===== src/rtl/fence_flush_ctrl.sv =====
// Sequences FENCE/FENCE.I: store drain, optional D$ flush, optional I$ invalidate, then a done pulse.
// One fence in flight; fence_ready_o stays low from accept until the cycle after done_o.
module fence_flush_ctrl #(
    parameter bit          DcacheFlushOnFence      = 1'b1,
    parameter bit          DcacheInvalidateOnFlush = 1'b0,
    parameter int unsigned LatWidth                = 16
) (
    input  logic                clk_i,
    input  logic                rst_ni,
    input  logic                fence_valid_i,
    input  logic                fence_i_i,
    output logic                fence_ready_o,
    input  logic                stores_empty_i,
    output logic                dcache_flush_o,
    output logic                dcache_flush_inval_o,
    input  logic                dcache_flush_ack_i,
    output logic                icache_flush_o,
    output logic                busy_o,
    output logic                done_o,
    output logic                flush_frontend_o,
    output logic [LatWidth-1:0] latency_o
);

    typedef enum logic [2:0] {
        S_IDLE     = 3'd0,
        S_DRAIN    = 3'd1,
        S_DC_FLUSH = 3'd2,
        S_IC_INV   = 3'd3,
        S_DONE     = 3'd4
    } state_e;

    localparam logic [LatWidth-1:0] LatMax = {LatWidth{1'b1}};
    localparam logic [LatWidth-1:0] LatOne = LatWidth'(1);

    state_e              state_q, state_d;
    logic                kind_q, kind_d;
    logic [LatWidth-1:0] lat_cnt_q, lat_cnt_d;
    logic [LatWidth-1:0] latency_q, latency_d;

    always_ff @(posedge clk_i or negedge rst_ni) begin
        if (!rst_ni) begin
            state_q   <= S_IDLE;
            kind_q    <= 1'b0;
            lat_cnt_q <= '0;
            latency_q <= '0;
        end else begin
            state_q   <= state_d;
            kind_q    <= kind_d;
            lat_cnt_q <= lat_cnt_d;
            latency_q <= latency_d;
        end
    end

    always_comb begin
        state_d = state_q;
        case (state_q)
            S_IDLE: begin
                if (fence_valid_i) state_d = S_DRAIN;
            end
            S_DRAIN: begin
                if (stores_empty_i) begin
                    if (DcacheFlushOnFence) state_d = S_DC_FLUSH;
                    else if (kind_q)        state_d = S_IC_INV;
                    else                    state_d = S_DONE;
                end
            end
            S_DC_FLUSH: begin
                if (dcache_flush_ack_i) state_d = kind_q ? S_IC_INV : S_DONE;
            end
            S_IC_INV: state_d = S_DONE;
            S_DONE:   state_d = S_IDLE;
            default:  state_d = S_IDLE;
        endcase
    end

    // Latency covers every cycle spent working on the fence, saturating rather than wrapping.
    always_comb begin
        kind_d    = kind_q;
        lat_cnt_d = lat_cnt_q;
        latency_d = latency_q;
        case (state_q)
            S_IDLE: begin
                if (fence_valid_i) begin
                    kind_d    = fence_i_i;
                    lat_cnt_d = '0;
                end
            end
            S_DRAIN, S_DC_FLUSH, S_IC_INV: begin
                if (lat_cnt_q != LatMax) lat_cnt_d = lat_cnt_q + LatOne;
            end
            S_DONE:  latency_d = lat_cnt_q;
            default: ;
        endcase
    end

    always_comb begin
        fence_ready_o        = (state_q == S_IDLE);
        busy_o               = (state_q != S_IDLE);
        dcache_flush_o       = (state_q == S_DC_FLUSH);
        dcache_flush_inval_o = (state_q == S_DC_FLUSH) & DcacheInvalidateOnFlush;
        icache_flush_o       = (state_q == S_IC_INV);
        done_o               = (state_q == S_DONE);
        flush_frontend_o     = (state_q == S_DONE) & kind_q;
        latency_o            = latency_q;
    end

endmodule

===== config.mk =====
export PLATFORM = sky130hd
export DESIGN_NAME = fence_flush_ctrl
export DESIGN_NICKNAME = d
export VERILOG_FILES = /design/src/rtl/fence_flush_ctrl.sv
export SDC_FILE = /design/constraint.sdc
export NUM_CORES = 1
export LEC_CHECK = 0
export ABC_AREA = 0
export CAP_MARGIN = 20
export CORE_MARGIN = 2
export CORE_UTILIZATION = 50
export CTS_CLUSTER_DIAMETER = 100
export CTS_CLUSTER_SIZE = 24
export DETAILED_ROUTE_END_ITERATION = 10
export GPL_TIMING_DRIVEN = 0
export PLACE_DENSITY_LB_ADDON = 0.2
export SLEW_MARGIN = 10
export SYNTH_ARGS = -nofsm -noshare
export SYNTH_HDL_FRONTEND = slang
export SYNTH_SLANG_ARGS = --single-unit

===== constraint.sdc =====
create_clock -name clk_i -period 2.4 [get_ports clk_i]
set_input_delay 0.48 -clock clk_i [delete_from_list [all_inputs] [get_ports clk_i]]
set_output_delay 0.48 -clock clk_i [all_outputs]
set_load 0.1 [all_outputs]

==> results of run 1 <==
-- per-layer routing --
metal	up-vias	part of all wire, %	track usage, %
met2	60	50	35.9
li1	704	-	-
met4	0	1.9	7.34
met1	725	42	28.1
met3	10	6.4	5.63
met5	-	0	0
-- cells in the final DEF, fill, tap and decap left out, types with 2 or more instances in the layout --
cell type        synthesis  routed
nor2_1                  14      13
inv_1                    5       4
o21ai_0                 13      13
nand4_1                  6       6
buf_2                    4       4
nand2_1                 13      13
nand3_1                 10      10
clkbuf_1                 3       5
a22o_1                   3       3
mux2_2                  16      16
nor3b_1                  2       2
buf_4                    4       5
nor3_1                   5       5
mux2i_1                  2       2
and2_1                   2       2
clkbuf_4                 0       6
a21oi_1                 14      14
clkdlybuf4s15_2          0       2
clkdlybuf4s50_1          0      20
a31oi_1                  4       4
dfrtp_1                 36      36
and3_1                   3       3
-- where the power goes --
| group | total [W] | switching [W] | internal [W] |
|---|---|---|---|
| Clock | 0.000341 | 0.000197 | 0.000144 |
| Combinational | 0.00183 | 0.00135 | 0.000480 |
| Sequential | 0.000854 | 0.000110 | 0.000744 |
| Total | 0.00302 | 0.00165 | 0.00137 |
-- cells by family (layout without fill, tap and decap cells) --
kind of cell / count (synthesis) / after routing
simple gates: 62 / 62
compound gates: 44 / 44
flops: 36 / 36
mux: 18 / 18
buf+inv: 16 / 51
fa+ha+maj: 1 / 1
other cells: 1 / 1
-- layout make-up --
class	count	share of cell area (%)
flip-flops and latches	36	40.9
multi-input cells	126	37.3
repair buffers	27	12.3
plain buffers	11	3.18
clock buffers	8	2.67
well taps	46	2.62
inverters	5	1.02
-- state kept, by name, summed over array words and instances, names as in the netlist --
name and flops:
lat_cnt_q 16, latency_o 16, state_q 3, kind_q 1
-- worst min path at each step --
stage	depth (start not counted)	start	end	slack (ns)
4_1_cts	1	rst_ni	latency_o[6]$_DFFE_PN0P_	0.24
3_5_place_dp	1	latency_o[11]$_DFFE_PN0P_	latency_o[11]$_DFFE_PN0P_	0.49
3_3_place_gp	1	latency_o[11]$_DFFE_PN0P_	latency_o[11]$_DFFE_PN0P_	0.49
6_report	1	rst_ni	latency_o[6]$_DFFE_PN0P_	0.20
5_1_grt	1	rst_ni	latency_o[15]$_DFFE_PN0P_	0.28
2_1_floorplan	0	rst_ni	kind_q$_DFFE_PN0P_	0.18
-- stage by stage --
stage	area (um^2)	util, %	setup TNS, ns
finish	2200	64.9	0
global route	2200	64.9	-0.000631
CTS	2200	64.9	0
detailed placement	2130	62.7	-1.33
global placement	2130	62.9	-1.05
floorplan	1800	-	-0.0455
==> results.toml, run 1 <==
[status]
status = "complete, no violations"

[sta]
worst_slack_ns = 0.0478
worstMarginPinSlew_ns = 0.971
max_slew_margin_pct = 35.1
period_share_pct = 98.0
final_max_slew_viol_count = 0
finClkSkew_ns = 0.00745
fin_crit_ns = 2.35
finalSetupViolCount = 0
hold_viol_final = 0
timing.fmax_mhz = 425
whs_ns = 0.202

[worst_setup_path]
critPathMaxFanout = 2
cp_top_family = "buffers and inverters"
r2r_start = "lat_cnt_q[0]$_DFFE_PN0P_"
critPathRequiredTime_ns = 1.92
reg2reg_to = "lat_cnt_q[15]$_DFFE_PN0P_"
worstSetupPathDepth = 1
cp_cell_sequence = "clkdlybuf4s50_1"
path_class = "reg -> out"
reg2reg_depth = 8
ff2ff_setup_slack_ns = 0.18
start_kind = "flop"
cpPeakStageDelay_ns = 1.14
cp.arrival_ns = 1.87
crit_end = "latency_o[15]"
cp-end-kind = "output port"
cpMaxStageDelayCell = "clkdlybuf4s50_1"
cp_num_buf_inv = 1
startpoint = "latency_o[15]$_DFFE_PN0P_"

[detailed_routing]
post-route-drc-count = 0
dr.pass1.iters = 4
vias = 1499
drt_iter0_drc = 58
wl_per_cell_um = 15.5
viasPerCell = 5.79
routed_wl_mm = 4.02
drtAntennaViolNets = 0

[synthesis]
synth_simple_gate_area_share_pct = 17.8
synth_mux_area_share_pct = 11.1
synth_top_family_by_area = "simple AND/OR/NAND/NOR gates"
ys.flop_type = "dfrtp_1"
avgSynthCellArea_um2 = 10.1
synth_most_common_cell = "dfrtp_1"
synth_compound_area_share_pct = 15.6
synth_commonest_cells = "dfrtp_1 (36), mux2_2 (16), a21oi_1 (14), nor2_1 (14)"
synth_top_area_share_pct = 50.1
post-synth-top-area-cell = "dfrtp_1"
synth_edf_count = 0
synth_xor_area_share_pct = 0
yosys-top-cells-area = "dfrtp_1 (50%), mux2_2 (10%), a21oi_1 (3.9%), o21ai_0 (3.6%), nor2_1 (2.9%)"
yosys_warnings = 0
synth_area_um2 = 1800
async_flop_share_pct = 100
synth_sequential_area_ratio_pct = 50.1
synth_fa_ha_area_share_pct = 0.696
yosys_register_bits = 36
synthCells = 178
syn_nets = 185
synth_cell_type_count = 38

[cells_and_area]
num_antenna_cells = 0
regArea_um2 = 901
final_cells = 259
fillers = 287
fin_nets = 219
drive_gt1_share_pct = 21.6
area_delta_synth_final_pct = 22.4
multiInputGateArea_um2 = 821

[placement]
portBuffers = 27
place_congestion = 0.845
place_worst_setup_slack_ns = -0.646
placedCellCount = 251
dp_hpwl_mm = 2.81

[power_and_ir_drop]
finalPower_w = 0.00302
ir_drop_uv = 900
power.density_nw_per_um2 = 1370
leakagePower_nw = 0.957

[global_route]
overflow = 0
grt_pass1_vias = 1426
track_usage_pct = 21.9
grt_start_max_net_pins = 37
antenna_found_initial = 0
grt_pass1_wl_mm = 6.85

[floorplan]
core-area_um2 = 3390
die_x_um = 64.0
rows = 21
dieHeight_um = 64.0
die-area_um2 = 4090
start_util_pct = 53.0
num_io_pins = 29

[clocking]
clock_latency_ns = 0.35
clock-sinks = 36
cts_buffers = 5
post_cts_resized = 28
cts_buffer_depth = 2
clk_pin_slew_ns = 0.11
cts_tree = "built"
cts-root-buf = "clkbuf_4"
cts_hold_buf = 0
cts_max_level = 2
post_cts_buffers = 0

[flow_run]
cap_viol_max_count = 0

[hold_path]
hold_class = "in -> async"
No activity file was read; power rests on OpenSTA's default activity.
==> run 2, diff against run 1 <==
Settings changed: CORE_UTILIZATION 50 to 41, SKIP_CTS_REPAIR_TIMING from default to 1.
==> results.toml, run 2 (synthesis results as in run 1) <==
[status]
status = "complete, no violations"

[placement]
dp_hpwl_mm = 2.68
place_congestion = 0.882
portBuffers = 27

[worst_setup_path]
worstSetupPathDepth = 3
cp-end-kind = "output port"
path_class = "reg -> out"
critPathRequiredTime_ns = 1.92
cpMaxStageDelayCell = "dlymetal6s2s_1"
cp.arrival_ns = 1.84
r2r_start = "lat_cnt_q[0]$_DFFE_PN0P_"
critPathMaxFanout = 10
cp_cell_sequence = "clkbuf_1, or3_2, dlymetal6s2s_1"
cpPeakStageDelay_ns = 0.75
cp_num_buf_inv = 2
reg2reg_to = "lat_cnt_q[15]$_DFFE_PN0P_"
start_kind = "flop"
cp_top_family = "buffers and inverters"
reg2reg_depth = 8
ff2ff_setup_slack_ns = 0.19

[sta]
finClkSkew_ns = 0.00662
hold_viol_final = 0
period_share_pct = 96.7
rsz0062_at_grt = "false"
worstMarginPinSlew_ns = 0.975
max_slew_margin_pct = 34.8
final_max_slew_viol_count = 0
fin_crit_ns = 2.32
setup_tns_ns = 0
timing.fmax_mhz = 431
whs_ns = 0.269
finalSetupViolCount = 0

[power_and_ir_drop]
leakagePower_nw = 0.984
power.density_nw_per_um2 = 1380
ir_drop_uv = 861

[clocking]
cts_tree = "built"
clk_pin_slew_ns = 0.07
cts-root-buf = "clkbuf_8"
cts_buffer_depth = 2
cts_buffers = 5
clock-sinks = 36
clock_latency_ns = 0.28
cts_max_level = 2

[floorplan]
core-area_um2 = 4290
num_io_pins = 29
die-area_um2 = 4930
dieHeight_um = 70.2
start_util_pct = 41.9
rows = 24
die_x_um = 70.2

[cells_and_area]
final_util_pct = 51.7
num_antenna_cells = 0
fillers = 411
fin_nets = 219
layout_commonest_cell = "dfrtp_1"
area_delta_synth_final_pct = 23.5
drive_gt1_share_pct = 21.6
mostFrequentLayoutCells = "dfrtp_1 (36), clkdlybuf4s50_1 (20), mux2_2 (16)"

[detailed_routing]
drt_iter0_drc = 96
post-route-drc-count = 0
drtAntennaViolNets = 0
dr.pass1.iters = 6
wl_per_cell_um = 14.1
routed_wl_mm = 3.75
viasPerCell = 5.42
vias = 1435

[global_route]
use_met1_pct = 21.3
grt_use_met2_pct = 26.1
antenna_found_initial = 0
grt_pass1_wl_mm = 6.43
busiest_layer = "met2"
overflow = 0
track_usage_pct = 16.3
grt_pass1_vias = 1415
use_met3_pct = 4.33
grt_start_max_net_pins = 37

[hold_path]
hold_class = "in -> async"

[flow_run]
cap_viol_max_count = 0
run 2: cell type report:
type / instances / area (um^2) / area share [%]
timing repair buffer: 27 / 253 / 11.4
clock buffer: 6 / 82.6 / 3.72
multi-input combinational: 126 / 818 / 36.9
sequential: 36 / 901 / 40.6
tap: 52 / 65.1 / 2.93
inverter: 5 / 22.5 / 1.01
buffer: 11 / 67.6 / 3.04
clock inverter: 2 / 10.0 / 0.451
run 2: through the flow:
stage	cell area [um^2]	std cells	total power (W)	setup slack (ns)
global placement	2140	257	0.00265	-0.614
global route	2220	265	0.00323	0.00463
finish	2220	265	0.00307	0.0802
detailed placement	2130	257	0.00267	-0.604
floorplan	1800	178	0.00226	-0.0227
CTS	2230	265	0.00311	-0.927
run 2: worst max-delay path by stage:
| stage | startpoint | end | slack [ns] |
|---|---|---|---|
| after CTS | state_q[0]$_DFFE_PN0P_ | done_o | -0.93 |
| after global placement | state_q[0]$_DFFE_PN0P_ | done_o | -0.61 |
| final | state_q[2]$_DFFE_PN0P_ | busy_o | 0.08 |
| after detailed placement | state_q[0]$_DFFE_PN0P_ | done_o | -0.60 |
| after global routing | state_q[2]$_DFFE_PN0P_ | busy_o | 0.005 |
| after floorplan | state_q[2]$_DFFE_PN0P_ | dcache_flush_o | -0.02 |
run 2: where the power goes:
| part | switching, W | total [W] | internal (W) |
|---|---|---|---|
| combinational | 0.00133 | 0.00180 | 0.000466 |
| clock | 0.000201 | 0.000430 | 0.000229 |
| sequential | 0.0000983 | 0.000844 | 0.000746 |
| total | 0.00163 | 0.00307 | 0.00144 |
run 2: worst reg2reg max path: stages (launching register included):
cell	delay [ns]
dfrtp_1	0.45
ha_1	0.27
and3_1	0.19
clkbuf_1	0.16
and3_4	0.22
a21oi_2	0.32
buf_4	0.25
nand3_1	0.09
o311ai_0	0.13
run 2: per-layer routing:
| layer | vias to the layer above | share of wire (%) | wire (um) |
|---|---|---|---|
| met5 | - | 0 | 0 |
| met4 | 0 | 0.96 | 36 |
| met3 | 5 | 4.6 | 173 |
| met2 | 36 | 48 | 1790 |
| met1 | 684 | 47 | 1750 |
| li1 | 710 | - | - |
==> run 3, diff against run 2 <==
Settings changed: HOLD_SLACK_MARGIN from default to 0.06, PLACE_DENSITY from default to 0.69, PLACE_DENSITY_LB_ADDON 0.2 to default.
==> results.toml, run 3 (synthesis results as in run 1) <==
[status]
status = "complete, no violations"

[detailed_routing]
route.met3.wl_um = 158
routed_wl_mm = 3.57
post-route-drc-count = 0
wl_per_cell_um = 13.5
wl_met2_mm = 1.67
dr.max_layer_used = "met4"
drt_iter0_drc = 92
vias = 1470
viasPerCell = 5.57
drtAntennaViolNets = 0
drt-met1-wl_mm = 1.68
dr.pass1.iters = 4

[floorplan]
core-area_um2 = 4290
dieHeight_um = 70.2
rows = 24
num_io_pins = 29
die-area_um2 = 4930
start_util_pct = 41.9
die_x_um = 70.2

[sta]
max_slew_margin_pct = 35.5
finalSetupViolCount = 0
final_max_slew_viol_count = 0
hold_viol_final = 0
setup_tns_ns = 0
rsz0062_at_grt = "false"
timing.fmax_mhz = 434
fin_crit_ns = 2.30
period_share_pct = 96.0
finClkSkew_ns = 0.00669
worstMarginPinSlew_ns = 0.964
whs_ns = 0.266

[clocking]
clk_pin_slew_ns = 0.07
cts_max_level = 2
cts_buffers = 5
cts-root-buf = "clkbuf_8"
cts_tree = "built"
cts_buffer_depth = 2
clock-sinks = 36
clock_latency_ns = 0.29

[cells_and_area]
mostFrequentLayoutCells = "dfrtp_1 (36), clkdlybuf4s50_1 (20), mux2_2 (16)"
fillers = 420
multiInputGateArea_um2 = 821
fin_nets = 219
regArea_um2 = 901
area_delta_synth_final_pct = 23.4
layout_commonest_cell = "dfrtp_1"
num_antenna_cells = 0
drive_gt1_share_pct = 22.2

[global_route]
grt_pass1_wl_mm = 6.04
grt_start_max_net_pins = 37
grt_pass1_vias = 1345
track_usage_pct = 15.4
antenna_found_initial = 0
overflow = 0

[worst_setup_path]
cp-end-kind = "output port"
path_class = "reg -> out"
cp.arrival_ns = 1.82
start_kind = "flop"
critPathRequiredTime_ns = 1.92
critPathMaxFanout = 10
ff2ff_setup_slack_ns = 0.24

[placement]
portBuffers = 27
place_congestion = 0.794
dp_hpwl_mm = 2.48

[power_and_ir_drop]
p_sw_w = 0.00162
intPower_w = 0.00146
pwr-share-comb_pct = 57.6
ir_drop_uv = 482
switching_share_pct = 52.7
finalPower_w = 0.00308
power.density_nw_per_um2 = 1390
leakagePower_nw = 0.975
seqPwrFrac_pct = 27.5
clockPowerShare_pct = 14.9

[flow_run]
cap_viol_max_count = 0

[hold_path]
hold_class = "in -> async"
## run 3: metrics by stage
step / instances / utilization [%] / worst slack (ns) / area [um^2]
finish: 264 / 51.7 / 0.0967 / 2220
global route: 264 / 51.7 / 0.0245 / 2220
CTS: 264 / 51.9 / -0.955 / 2230
detailed placement: 257 / 49.7 / -0.637 / 2130
global placement: 257 / 49.8 / -0.618 / 2140
floorplan: 178 / - / -0.0227 / 1800
## run 3: power groups by stage
stage               logic [W]  registers, W  clock network (W)
floorplan            0.000881       0.00138                  0
finish                0.00177      0.000848           0.000459
global placement      0.00179      0.000852                  0
global route          0.00188      0.000873           0.000488
detailed placement    0.00180      0.000860                  0
CTS                   0.00180      0.000848           0.000473
## run 3: routing by layer
layer,vias up,track usage [%]
met5,-,0
met4,0,5.98
met3,7,3.46
met2,31,24.2
met1,720,20.6
li1,712,-
## run 3: path summary, 6_finish.rpt
check / depth (start not counted) / start / to
setup / recovery: 4 / state_q[0]$_DFFE_PN0P_ / fence_ready_o
hold / removal: 1 / rst_ni / state_q[2]$_DFFE_PN0P_
setup reg to reg: 8 / lat_cnt_q[0]$_DFFE_PN0P_ / lat_cnt_q[7]$_DFFE_PN0P_
hold reg to reg: 1 / lat_cnt_q[6]$_DFFE_PN0P_ / lat_cnt_q[6]$_DFFE_PN0P_
max in group asynchronous: 1 / rst_ni / latency_o[11]$_DFFE_PN0P_
min in group clk_i: 1 / lat_cnt_q[6]$_DFFE_PN0P_ / lat_cnt_q[6]$_DFFE_PN0P_
## run 3: layout make-up
| type | instances | share of cell area [%] |
|---|---|---|
| plain buffers | 11 | 3.05 |
| well taps | 52 | 2.93 |
| clock buffers | 7 | 4.34 |
| inverters | 5 | 1.02 |
| repair buffers | 27 | 11.1 |
| multi-input cells | 126 | 37.0 |
| flip-flops and latches | 36 | 40.6 |
## run 3: critical path: stages, from the launching register on
cell and delay [ns]:
dfrtp_1 0.37, buf_4 0.16, or3_2 0.52, clkinvlp_4 0.08, buf_2 0.41
